==> config.mk <==
export PLATFORM = sky130hd
export DESIGN_NAME = pixel_queue_flat
export DESIGN_NICKNAME = d
export VERILOG_FILES = /design/src/rtl/tiny_canvas_pkg.sv /design/src/rtl/pixel_queue_if.sv /design/src/rtl/pixel_queue_mem.sv /design/src/rtl/pixel_queue.sv /design/src/flat_wrapper.sv
export SDC_FILE = /design/constraint.sdc
export NUM_CORES = 1
export LEC_CHECK = 0
export ABC_AREA = 1
export CAP_MARGIN = 20
export CORE_ASPECT_RATIO = 0.9
export CORE_UTILIZATION = 45
export DETAILED_ROUTE_END_ITERATION = 6
export GPL_TIMING_DRIVEN = 0
export PLACE_DENSITY = 0.65
export SLEW_MARGIN = 10
export SYNTH_ARGS = -nofsm -noshare
export SYNTH_HDL_FRONTEND = slang
export SYNTH_SLANG_ARGS = --single-unit
export TNS_END_PERCENT = 30
==> constraint.sdc <==
create_clock -name clk -period 2.19 [get_ports clk]
set_clock_uncertainty 0.2 [all_clocks]
set_input_delay 0.438 -clock clk [delete_from_list [all_inputs] [get_ports clk]]
set_output_delay 0.438 -clock clk [all_outputs]
set_load 0.05 [all_outputs]
==> src/rtl/tiny_canvas_pkg.sv <==
// Shared types for the tiny canvas pixel path: coordinate/colour widths and the
// packed pixel entry used by the packet generator, pixel queue and I2C slave.
package tiny_canvas_pkg;
    localparam int COORD_W = 8;
    localparam int COLOR_W = 3;

    typedef struct packed {
        logic [COLOR_W-1:0] color;
        logic [COORD_W-1:0] y;
        logic [COORD_W-1:0] x;
    } pixel_t;

    function automatic pixel_t make_pixel(input logic [COORD_W-1:0] x,
                                          input logic [COORD_W-1:0] y,
                                          input logic [COLOR_W-1:0] color);
        pixel_t p;
        p.x     = x;
        p.y     = y;
        p.color = color;
        return p;
    endfunction
endpackage

==> src/rtl/pixel_queue_if.sv <==
// Handshake and status bundle between the pixel queue and its neighbours.
interface pixel_queue_if #(parameter int DEPTH = 8);
    import tiny_canvas_pkg::*;

    logic                  push;
    logic [COORD_W-1:0]    x_in;
    logic [COORD_W-1:0]    y_in;
    logic [COLOR_W-1:0]    color_in;
    logic                  pop;
    logic                  clear;
    logic [COORD_W-1:0]    head_x;
    logic [COORD_W-1:0]    head_y;
    logic [COLOR_W-1:0]    head_color;
    logic                  head_valid;
    logic [$clog2(DEPTH):0] level;
    logic                  almost_full;
    logic                  overflow;
    logic [7:0]            drop_count;

    modport master (
        output push, x_in, y_in, color_in, pop, clear,
        input  head_x, head_y, head_color, head_valid, level, almost_full,
               overflow, drop_count
    );

    modport slave (
        input  push, x_in, y_in, color_in, pop, clear,
        output head_x, head_y, head_color, head_valid, level, almost_full,
               overflow, drop_count
    );
endinterface

==> src/rtl/pixel_queue_mem.sv <==
// Pixel entry storage: one synchronous write port, one combinational read port.
module pixel_queue_mem
    import tiny_canvas_pkg::*;
#(
    parameter  int DEPTH = 8,
    localparam int AW    = $clog2(DEPTH)
) (
    input  logic          clk,
    input  logic          we,
    input  logic [AW-1:0] waddr,
    input  pixel_t        wdata,
    input  logic [AW-1:0] raddr,
    output pixel_t        rdata
);
    pixel_t mem [DEPTH];

    always_ff @(posedge clk) begin
        if (we)
            mem[waddr] <= wdata;
    end

    assign rdata = mem[raddr];
endmodule

==> src/rtl/pixel_queue.sv <==
// First-word-fall-through pixel queue with drop accounting and back-pressure hint.
module pixel_queue
    import tiny_canvas_pkg::*;
#(
    parameter int DEPTH       = 8,
    parameter int AFULL_LEVEL = 6
) (
    input  logic clk,
    input  logic rst,
    pixel_queue_if.slave bus
);
    localparam int PTR_W = $clog2(DEPTH);
    localparam int LVL_W = PTR_W + 1;

    logic [PTR_W-1:0] wr_ptr;
    logic [PTR_W-1:0] rd_ptr;
    logic [LVL_W-1:0] level;
    logic             overflow;
    logic [7:0]       drop_count;

    logic   empty;
    logic   full;
    logic   do_push;
    logic   do_pop;
    logic   drop;
    pixel_t wr_entry;
    pixel_t rd_entry;

    assign empty   = (level == '0);
    assign full    = (level == LVL_W'(DEPTH));
    assign do_pop  = bus.pop && !empty;
    // A pop in the same cycle frees the slot, so a full queue still accepts the push.
    assign do_push = bus.push && (!full || do_pop);
    assign drop    = bus.push && full && !bus.pop;

    assign wr_entry = make_pixel(bus.x_in, bus.y_in, bus.color_in);

    pixel_queue_mem #(.DEPTH(DEPTH)) u_mem (
        .clk   (clk),
        .we    (do_push && !bus.clear),
        .waddr (wr_ptr),
        .wdata (wr_entry),
        .raddr (rd_ptr),
        .rdata (rd_entry)
    );

    always_ff @(posedge clk or posedge rst) begin
        if (rst) begin
            wr_ptr     <= '0;
            rd_ptr     <= '0;
            level      <= '0;
            overflow   <= 1'b0;
            drop_count <= '0;
        end else if (bus.clear) begin
            wr_ptr     <= '0;
            rd_ptr     <= '0;
            level      <= '0;
            overflow   <= 1'b0;
            drop_count <= '0;
        end else begin
            if (do_push)
                wr_ptr <= wr_ptr + 1'b1;
            if (do_pop)
                rd_ptr <= rd_ptr + 1'b1;
            if (do_push && !do_pop)
                level <= level + 1'b1;
            else if (!do_push && do_pop)
                level <= level - 1'b1;
            if (drop) begin
                overflow <= 1'b1;
                if (drop_count != 8'hFF)
                    drop_count <= drop_count + 1'b1;
            end
        end
    end

    // Head reads zero whenever empty so uninitialised storage never leaks out.
    assign bus.head_valid  = !empty;
    assign bus.head_x      = empty ? '0 : rd_entry.x;
    assign bus.head_y      = empty ? '0 : rd_entry.y;
    assign bus.head_color  = empty ? '0 : rd_entry.color;
    assign bus.level       = level;
    assign bus.almost_full = (level >= LVL_W'(AFULL_LEVEL));
    assign bus.overflow    = overflow;
    assign bus.drop_count  = drop_count;
endmodule

==> src/flat_wrapper.sv <==
// flat-port wrapper written by rule: the top's interface ports become plain ports
module pixel_queue_flat import tiny_canvas_pkg::*;
#(
    parameter int DEPTH       = 8,
    parameter int AFULL_LEVEL = 6
)
  (clk, rst, bus_push, bus_x_in, bus_y_in, bus_color_in, bus_pop, bus_clear, bus_head_x, bus_head_y, bus_head_color, bus_head_valid, bus_level, bus_almost_full, bus_overflow, bus_drop_count);
  pixel_queue_if #(.DEPTH(DEPTH)) bus_i ();
  input  logic clk;
  input  logic rst;
  input wire logic [$bits(bus_i.push)-1:0] bus_push;
  input wire logic [$bits(bus_i.x_in)-1:0] bus_x_in;
  input wire logic [$bits(bus_i.y_in)-1:0] bus_y_in;
  input wire logic [$bits(bus_i.color_in)-1:0] bus_color_in;
  input wire logic [$bits(bus_i.pop)-1:0] bus_pop;
  input wire logic [$bits(bus_i.clear)-1:0] bus_clear;
  output wire logic [$bits(bus_i.head_x)-1:0] bus_head_x;
  output wire logic [$bits(bus_i.head_y)-1:0] bus_head_y;
  output wire logic [$bits(bus_i.head_color)-1:0] bus_head_color;
  output wire logic [$bits(bus_i.head_valid)-1:0] bus_head_valid;
  output wire logic [$bits(bus_i.level)-1:0] bus_level;
  output wire logic [$bits(bus_i.almost_full)-1:0] bus_almost_full;
  output wire logic [$bits(bus_i.overflow)-1:0] bus_overflow;
  output wire logic [$bits(bus_i.drop_count)-1:0] bus_drop_count;
  assign bus_i.push = bus_push;
  assign bus_i.x_in = bus_x_in;
  assign bus_i.y_in = bus_y_in;
  assign bus_i.color_in = bus_color_in;
  assign bus_i.pop = bus_pop;
  assign bus_i.clear = bus_clear;
  assign bus_head_x = bus_i.head_x;
  assign bus_head_y = bus_i.head_y;
  assign bus_head_color = bus_i.head_color;
  assign bus_head_valid = bus_i.head_valid;
  assign bus_level = bus_i.level;
  assign bus_almost_full = bus_i.almost_full;
  assign bus_overflow = bus_i.overflow;
  assign bus_drop_count = bus_i.drop_count;
  pixel_queue #(.DEPTH(DEPTH), .AFULL_LEVEL(AFULL_LEVEL)) u_core (.clk(clk), .rst(rst), .bus(bus_i));
endmodule
==> results of run 1 <==
routing by layer:
metal / track usage [%] / share of wire, % / vias up
met3: 5.452 / 5.4 / 24
li1: - / - / 2346
met2: 38.95 / 51 / 147
met5: 0 / 0 / -
met1: 28.95 / 43 / 2516
met4: 7.374 / 1.5 / 0
worst register-to-register path, delay by kind of cell, from the launching register on:
family                 cells  cell delay (ps)
buffers and inverters      2              290
DFF                        1              450
and+or+nand+nor            6              780
synthesized netlist by cell type (2+ instances only):
cell,number
edfxtp_1,152
nor2_1,150
o21ai_0,67
nand2_1,65
nand3_1,21
dfrtp_1,19
o211ai_1,19
o22ai_1,19
inv_1,15
o21ai_1,15
buf_2,10
clkbuf_1,10
buf_4,6
a21oi_1,5
ha_1,5
buf_6,3
clkbuf_2,3
inv_2,3
nand2_4,3
nor2_2,3
xor2_1,3
nand2_2,2
nand3_2,2
nor2_4,2
xnor2_1,2
cell families after synthesis:
kind of cell	share of synthesized area [%]
AND/OR/NAND/NOR	14.38
flip-flops	70.28
XOR/XNOR	0.6108
AO/OA/AOI/OAI	10.05
buffers and inverters	3.525
adder cells (fa/ha/maj)	1.152
stage by stage:
stage	std cells	util (%)
final	918	59.25
after global routing	918	59.25
after CTS	913	58.03
after detailed placement	869	52.54
after global placement	869	52.54
after floorplan	611	-
power by group:
part / internal, W / leakage [nW] / switching [W] / total, W
registers: 0.00368 / 1.62 / 0.000110 / 0.00379
clock network: 0.00154 / 0.251 / 0.00116 / 0.00271
logic: 0.00179 / 1.50 / 0.00325 / 0.00504
final cells by class:
cell class                      instances  area [µm²]
Timing Repair Buffer                   75       887.1
Inverter                               19       73.82
Clock inverter                          8       73.82
Tap cell                              202       252.7
Buffer                                 32       296.5
Sequential cell                       171        5046
Clock buffer                           22       444.2
Fill cell                            1246        6314
Multi-Input combinational cell        389        2107
registers in the layout, indices dropped and copies added, names as in the netlist:
signal / cells
u_core.u_mem.mem: 152
u_core.bus.drop_count: 8
u_core.bus.level: 4
u_core.rd_ptr: 3
u_core.wr_ptr: 3
u_core.bus.overflow: 1
worst paths after layout:
path	start	endpoint	slack [ps]	depth (start not counted)
min	bus_clear	u_core.bus.drop_count[1]	140	2
max in group asynchronous	rst	u_core.bus.level[0]	1030	2
min in group asynchronous	rst	u_core.bus.drop_count[1]	240	2
max reg2reg	u_core.bus.level[3]	u_core.u_mem.mem[1][4]	160	8
min reg2reg	u_core.bus.overflow	u_core.bus.overflow	290	1
max	u_core.rd_ptr[0]	bus_head_x[1]	-360	8
repair_timing:
action,4_1_cts,5_1_grt
pin swaps,12,15
resized for setup,201,22
buffers inserted,13,4
setup endpoints to repair,187,173
cloned,1,1
==> results by group, run 1 <==
Outcome
  • Status: complete, but fails checks
  • Violated checks: setup timing

Final layout
  • Synth-to-Final Area Change: 28.04%
  • Ant diodes: 0
  • Design Area, Final: ~9200 µm²
  • Final #Nets: roughly 740
  • Layout cell share with drive strength beyond 1: between 20% and 30%
  • Most common cell after layout, fill and taps aside: edfxtp_1
  • Most frequent cells in the layout: edfxtp_1, nor2_1, o21ai_0

Clocking
  • Post-CTS Hold Fix Bufs: 0
  • H-Tree Depth: 4
  • Root buf cell: clkbuf_16
  • Clk buf depth: 2
  • Reg clk slew, reported paths: roughly 60 ps
  • Clk_lat worst skew: 430 ps
  • CTS tree: built
  • CTS Buf Count: 17
  • CTS Sinks: 171

Timing
  • Final WS setup: -358.4 ps
  • Worst-margin pin slew: 752.7 ps
  • FMAX: just under 400 MHz
  • Hold_ws: about 140 ps
  • Period utilization: 116.4%
  • TNS Setup: -6064 ps
  • Number of setup violations in the final report: 19
  • RSZ-0062 raised after global routing: yes
  • Relative slew margins: around half
  • Count of pins over their slew limit: 0
  • Fin. Hold Viols: 0
  • Tmin final: 2548 ps

Routing
  • Post-detailed-route wirelength per cell: 19.15 µm
  • Via density: 5.483
  • DRT iter0 DRCs: about 420
  • Antenna violation net count after detailed routing: 0
  • Drt drc: 0
  • Final wirelength: 17580 µm
  • Via count: 5033
  • DRT Pass-1 Iters: 4

Setup path
  • Worst-path fanout max: 6
  • WS Path Type: reg -> out
  • Crit-path slowest cell: dfrtp_2
  • Critical-path cell list: inv_4 -> buf_12 -> buf_8 -> nor2_1 -> o211ai_1 -> nand2_1 -> nor2_4 -> buf_6
  • CP max stage delay: approximately 470 ps
  • Crit path required time: 1550 ps
  • Arrival @ worst endpoint: 1910 ps
  • CP startpoint kind: flop
  • Cell family with most CP delay: buffers and inverters
  • Crit end category: output pin
  • Crit path buf inv count: 4

Yosys
  • Post-synth top area cell: edfxtp_1
  • #FFs+latches synth: 171
  • Synth Cell Area: 7171 µm²
  • Synth top area cells: edfxtp_1, nor2_1, dfrtp_1
  • Area fraction of the dominant cell type after synthesis: 63.65%
  • Sequential share of the synthesized area: a little over two thirds
  • Syn Nets: 641
  • Top_reg_cell synth: edfxtp_1
  • Syn Inst Count: about 610
  • Asr flop ratio synth: roughly 11%
  • Synth unique cells: 32
  • Synth Area per Inst: 11.74 µm²
  • EDFF count, synth: around 150
  • Synth warnings: 0

Floorplan
  • Die X: ~140 µm
  • Boundary pin count: 58
  • Full die area: ~16000 µm²
  • Initial Utilization: 46.28%
  • Row count: between 40 and 50
  • Core ar.: roughly 15000 µm²
  • Die height: 121.8 µm

Placement
  • PortBufs: between 50 and 60
  • HPWL Detailed: roughly 10000 µm
  • Placer Congestion: between 0.7 and 0.8
  • DP Area: ~8100 µm²
  • Pre-CTS setup slack: -843.7 ps

Global route
  • Vias in the first global route: slightly below 5000
  • First-pass GRT wire length: 27140 µm
  • Gr usage total: roughly 23%
  • Initial antenna violation count: 0
  • Largest net degree at the start of global routing: 20
  • GR Overflow Total: 0

Run
  • Max_cap viols: 0

Power and ir drop
  • Tot Pwr: approximately 0.012 W
  • Worst VDD drop: 0.9653 mV
  • Leakage power: 3.376 nW
  • PD cells: between 1000 and 1500 nW/µm²

Worst hold path
  • Hold/Removal Path Class: in -> reg
(Power assumes the default switching activity.)
==> run 2, diff against run 1 <==
MAX_ROUTING_LAYER = met4   (was default)
SLEW_MARGIN = default   (was 10)
==> run 2 against run 1 <==
The flow still finishes with violations (setup timing); utilization did not move; cell count unchanged; flip-flop and latch count stayed put; combinational power barely moved; critical path type unchanged; largest cell class unchanged.
==> results by group, run 2 (synthesis results as in run 1) <==
Floorplan
  • Die height: 121.8 µm (unchanged)
  • Row count: 43 (unchanged)
  • Die X: 135.1 µm (unchanged)
  • Boundary pin count: 58 (unchanged)
  • Core ar.: 15490 µm² (unchanged)
  • Initial Utilization: 46.28% (unchanged)
  • Full die area: 16440 µm² (unchanged)

Timing
  • Worst-margin pin slew: 750.5 ps (-2.261 ps)
  • Tmin final: 2555 ps (+6.180 ps)
  • Period utilization: 116.6% (+0.28 points)
  • Hold_ws: 142.2 ps (-2.371 ps)
  • Fin. Hold Viols: 0 (unchanged)
  • Final WS setup: -364.6 ps (-6.180 ps)
  • Count of pins over their slew limit: 0 (unchanged)
  • RSZ-0062 raised after global routing: yes
  • Number of setup violations in the final report: 19 (unchanged)
  • Relative slew margins: 49.91% (+0.15 points)
  • FMAX: 391.4 MHz (-0.24%)

Clocking
  • CTS Buf Count: 17 (unchanged)
  • CTS tree: built
  • Clk buf depth: 2 (unchanged)
  • Clk_lat worst skew: 430 ps (about the same)
  • Reg clk slew, reported paths: 60 ps (about the same)
  • H-Tree Depth: 4 (unchanged)
  • Root buf cell: clkbuf_16
  • CTS Sinks: 171 (unchanged)

Placement
  • Pre-CTS setup slack: -843.7 ps (unchanged)
  • DP Area: 8142 µm² (unchanged)
  • Placed cells: 869 (unchanged)
  • Placer Congestion: 0.7815 (+1.3%)
  • HPWL Detailed: 10470 µm (unchanged)
  • PortBufs: 56 (unchanged)

Power and ir drop
  • Switching share of power: 39.22% (about the same)
  • Sequential share of power: 32.9% (about the same)
  • Worst VDD drop: 0.9656 mV (about the same)
  • PD cells: 1256 nW/µm² (about the same)
  • Combinational power share: 43.6% (about the same)
  • Leakage power: 3.376 nW (about the same)
  • NetSw: 0.004523 W (about the same)
  • Power Internal: 0.007009 W (about the same)
  • Clk pwr share: 23.5% (about the same)

Final layout
  • Ant diodes: 0 (unchanged)
  • Layout cell share with drive strength beyond 1: 21.09% (unchanged)
  • Top Registers: u_core.u_mem.mem: 152 flops, u_core.bus.drop_count: 8 flops, u_core.bus.level: 4 flops
  • Final #Nets: 735 (unchanged)
  • Synth-to-Final Area Change: 28.04% (unchanged)
  • Register area: 5046 µm² (unchanged)
  • FILL cells: 1246 (unchanged)
  • Top reg by flops: u_core.u_mem.mem
  • Finished Layout Cells: 918 (unchanged)
  • Final Util: 59.25% (unchanged)
  • Area occupied by multi-input gates: 2107 µm² (unchanged)
  • Largest register FFs: 152 (unchanged)
  • Most common cell after layout, fill and taps aside: edfxtp_1
  • Design Area, Final: 9181 µm² (unchanged)
  • Most frequent cells in the layout: edfxtp_1, nor2_1, o21ai_0

Routing
  • Final wirelength: 17580 µm (about the same)
  • Post-detailed-route wirelength per cell: 19.15 µm (about the same)
  • Antenna violation net count after detailed routing: 0 (unchanged)
  • Via count: 5029 (-0.079%)
  • DRT Pass-1 Iters: 4 (unchanged)
  • Via density: 5.478 (about the same)
  • Drt drc: 0 (unchanged)
  • DRT iter0 DRCs: 427 (+2.4%)

Setup path
  • Arrival @ worst endpoint: 1920 ps (about the same)
  • CP startpoint kind: flop
  • WS Path Type: reg -> out
  • Worst-path fanout max: 6 (unchanged)
  • Crit path required time: 1550 ps (about the same)
  • Crit end category: output pin

Global route
  • Initial antenna violation count: 0 (unchanged)
  • First-pass GRT wire length: 27150 µm (about the same)
  • GR Overflow Total: 0 (unchanged)
  • Vias in the first global route: 4893 (-0.16%)
  • Gr usage total: 23.62% (+0.72 points)
  • Largest net degree at the start of global routing: 20 (unchanged)

Worst hold path
  • Hold/Removal Path Class: in -> reg

Outcome
  • Status: complete, but fails checks
  • Violated checks: setup timing

Run
  • Max_cap viols: 0 (unchanged)
run 2: power groups by stage:
stage / combinational (W) / clock, W / sequential, W
floorplan: 0.00295 / 0 / 0.00393
global placement: 0.00432 / 0 / 0.00383
detailed placement: 0.00440 / 0 / 0.00383
CTS: 0.00485 / 0.00274 / 0.00378
global route: 0.00537 / 0.00288 / 0.00380
finish: 0.00503 / 0.00271 / 0.00379
run 2: layer usage:
metal,vias up,wire length [µm],track usage [%]
li1,2347,-,-
met1,2488,7481,29.21
met2,170,8814,38.98
met3,24,1006,5.202
met4,0,273,7.163
met5,-,0,-
run 2: path summary, 6_finish.rpt:
kind	startpoint	endpoint	slack, ps	cells past startpoint
setup / recovery	u_core.rd_ptr[0]	bus_head_x[4]	-360	8
hold / removal	bus_clear	u_core.bus.drop_count[1]	140	2
setup reg to reg	u_core.bus.level[3]	u_core.u_mem.mem[1][4]	150	8
hold reg to reg	u_core.bus.overflow	u_core.bus.overflow	290	1
max in group asynchronous	rst	u_core.bus.level[0]	1030	2
min in group asynchronous	rst	u_core.bus.drop_count[1]	240	2
run 2: metrics by stage:
stage	TNS, ps	power [W]
after floorplan	-494.8	0.006874
after global routing	-7992	0.01205
after CTS	-33970	0.01137
final	-6168	0.01153
after global placement	-126080	0.008145
after detailed placement	-136060	0.008236
run 2: repair_timing:
action | 4_1_cts | 5_1_grt
gates resized for setup | 201 | 23
buffers inserted | 13 | 4
pin swaps | 12 | 16
gates cloned | 1 | 1
endpoints found under the setup margin | 187 | 173
hold buffers | 0 | 0
run 2: worst max-delay path, stage by stage (launching register included):
cell and delay [ps]:
dfrtp_2 470, inv_4 110, buf_12 140, buf_8 120
nor2_1 50, o211ai_1 180, nand2_1 130, nor2_4 110
buf_6 160
run 2: area by class of cell:
cell class                      instances  share of cell area (%)
Timing Repair Buffer                   75                   9.662
Buffer                                 32                   3.230
Clock inverter                          8                  0.8040
Clock buffer                           22                   4.838
Multi-Input combinational cell        389                   22.95
Inverter                               19                  0.8040
Sequential cell                       171                   54.96
Tap cell                              202                   2.753
==> run 3, diff against run 2 <==
TNS_END_PERCENT = 20   (was 30)
==> run 3 against run 2 <==
The flow still finishes with violations (setup timing); die area is the same; first-iteration DRC count is 1.4% lower; cell count is 0.87% lower; count of clock-buffer cells in the layout shrank 4; sequential power about the same; critical path type unchanged; critical endpoint is now bus_head_x[0].
==> results by group, run 3 (synthesis results as in run 1) <==
Routing
  • Antenna violation net count after detailed routing: 0 (unchanged)
  • Drt drc: 0 (unchanged)
  • DRT iter0 DRCs: 421 (-1.4%)
  • Final wirelength: 17080 µm (-2.9%)
  • Via density: 5.457 (-0.38%)
  • Via count: 4966 (-1.3%)
  • DRT Pass-1 Iters: 5 (+1)
  • Post-detailed-route wirelength per cell: 18.76 µm (-2.0%)

Setup path
  • Arrival @ worst endpoint: 1910 ps (about the same)
  • Crit-path slowest cell: dfrtp_2
  • Cell family with most CP delay: buffers and inverters
  • Critical-path cell list: inv_4 -> buf_8 -> buf_8 -> nor2_1 -> o211ai_1 -> nand2_1 -> nor2_4 -> buf_8
  • Crit path buf inv count: 4 (unchanged)
  • Worst-path fanout max: 9 (+3)
  • Most Frequent Cell on Critical Path: buf_8
  • CP startpoint kind: flop
  • Crit end category: output pin
  • CP max stage delay: 470 ps (about the same)
  • Crit path required time: 1550 ps (about the same)
  • WS Path Type: reg -> out

Clocking
  • H-Tree Depth: 4 (unchanged)
  • Reg clk slew, reported paths: 60 ps (about the same)
  • Root buf cell: clkbuf_16
  • Post-CTS Hold Fix Bufs: 0 (unchanged)
  • CTS Buf Count: 17 (unchanged)
  • CTS tree: built
  • Clk_lat worst skew: 420 ps (about the same)
  • Clk buf depth: 2 (unchanged)
  • CTS Sinks: 171 (unchanged)

Floorplan
  • Die X: 135.1 µm (unchanged)
  • Full die area: 16440 µm² (unchanged)
  • Core ar.: 15490 µm² (unchanged)
  • Initial Utilization: 46.28% (unchanged)
  • Die height: 121.8 µm (unchanged)
  • Boundary pin count: 58 (unchanged)
  • Row count: 43 (unchanged)

Timing
  • FMAX: 392.6 MHz (+0.30%)
  • Tmin final: 2547 ps (-7.700 ps)
  • Final WS setup: -356.9 ps (+7.700 ps)
  • Worst-margin pin slew: 766.1 ps (+15.63 ps)
  • Fin. Hold Viols: 0 (unchanged)
  • Period utilization: 116.3% (-0.35 points)
  • TNS Setup: -22620 ps (-16450 ps)
  • Number of setup violations in the final report: 114 (+95)
  • Relative slew margins: 48.87% (-1.0 points)
  • Count of pins over their slew limit: 0 (unchanged)
  • RSZ-0062 raised after global routing: yes

Outcome
  • Violated checks: setup timing
  • Status: complete, but fails checks

Final layout
  • Top reg by flops: u_core.u_mem.mem
  • Ant diodes: 0 (unchanged)
  • Final #Nets: 726 (-1.2%)
  • Top Registers: u_core.u_mem.mem: 152 flops, u_core.bus.drop_count: 8 flops, u_core.bus.level: 4 flops
  • Largest register FFs: 152 (unchanged)
  • Design Area, Final: 9054 µm² (-1.4%)
  • Most frequent cells in the layout: edfxtp_1, nor2_1, o21ai_0
  • Register area: 5047 µm² (about the same)
  • Synth-to-Final Area Change: 26.26%
  • Final Util: 58.43% (-0.82 points)
  • Area occupied by multi-input gates: 2079 µm² (-1.3%)
  • FILL cells: 1240 (-0.48%)
  • Most common cell after layout, fill and taps aside: edfxtp_1
  • Layout cell share with drive strength beyond 1: 20.90% (-0.19 points)

Placement
  • Placer Congestion: 0.7873 (+0.74%)
  • HPWL Detailed: 10470 µm (about the same)
  • DP Area: 8142 µm² (unchanged)
  • PortBufs: 56 (unchanged)
  • Pre-CTS setup slack: -833.7 ps (+10.01 ps)

Power and ir drop
  • Sequential share of power: 32.6% (-0.3 points)
  • Power Internal: 0.007113 W (+1.5%)
  • Worst VDD drop: 0.9669 mV (+0.13%)
  • NetSw: 0.004523 W (about the same)
  • Combinational power share: 42.9% (-0.7 points)
  • Tot Pwr: 0.01164 W (+0.90%)
  • Clk pwr share: 24.5% (+1.0 points)
  • Switching share of power: 38.87% (-0.35 points)
  • Leakage power: 3.325 nW (-1.5%)
  • PD cells: 1285 nW/µm² (+2.3%)

Global route
  • Gr usage total: 23.08% (-0.53 points)
  • Vias in the first global route: 4916 (+0.47%)
  • Initial antenna violation count: 0 (unchanged)
  • Largest net degree at the start of global routing: 20 (unchanged)
  • GR Overflow Total: 0 (unchanged)
  • First-pass GRT wire length: 26650 µm (-1.9%)

Worst hold path
  • Hold/Removal Path Class: in -> reg

Run
  • Max_cap viols: 0 (unchanged)
[run 3: power groups by stage]
stage | Clock [W] | Sequential (W) | Combinational, W
2_1_floorplan | 0 | 0.00393 | 0.00295
3_3_place_gp | 0 | 0.00383 | 0.00436
3_5_place_dp | 0 | 0.00383 | 0.00442
4_1_cts | 0.00290 | 0.00378 | 0.00485
5_1_grt | 0.00301 | 0.00380 | 0.00532
6_report | 0.00285 | 0.00379 | 0.00499
[run 3: per-layer routing]
layer | share of wire [%] | routed length, µm | vias up | track usage (%)
met2 | 50 | 8525 | 169 | 37.31
met3 | 5.6 | 955 | 18 | 5.452
met4 | 1.4 | 244 | 0 | 7.795
li1 | - | - | 2335 | -
met5 | 0 | 0 | - | -
met1 | 43 | 7349 | 2444 | 28.70
[run 3: final timing paths]
check / cells after the start / end / slack [ps] / startpoint
hold / removal: 2 / u_core.bus.drop_count[1] / 130 / bus_clear
setup reg to reg: 7 / u_core.u_mem.mem[7][16] / -120 / u_core.bus.level[3]
min in group asynchronous: 2 / u_core.bus.drop_count[4] / 250 / rst
hold reg to reg: 1 / u_core.bus.overflow / 290 / u_core.bus.overflow
setup / recovery: 8 / bus_head_x[0] / -360 / u_core.rd_ptr[0]
max in group asynchronous: 2 / u_core.bus.level[0] / 1000 / rst
[run 3: final cells by class]
class	count	share of cell area, %
Tap cell	202	2.792
Timing Repair Buffer	66	8.071
Clock buffer	18	4.740
Sequential cell	171	55.75
Clock inverter	13	1.396
Buffer	32	3.469
Multi-Input combinational cell	389	22.97
Inverter	19	0.8154
[run 3: what timing repair did]
action,4_1_cts,5_1_grt
buffers inserted,9,1
pin swaps,4,9
setup endpoints to repair,187,135
resized for setup,210,16
endpoints found under the hold margin,0,0
[run 3: per-stage QoR]
stage | hold slack (ps) | std cells
global route | 127.9 | 910
global placement | 276.1 | 869
detailed placement | 284.8 | 869
floorplan | 188.9 | 611
CTS | 111.5 | 909
finish | 128.1 | 910
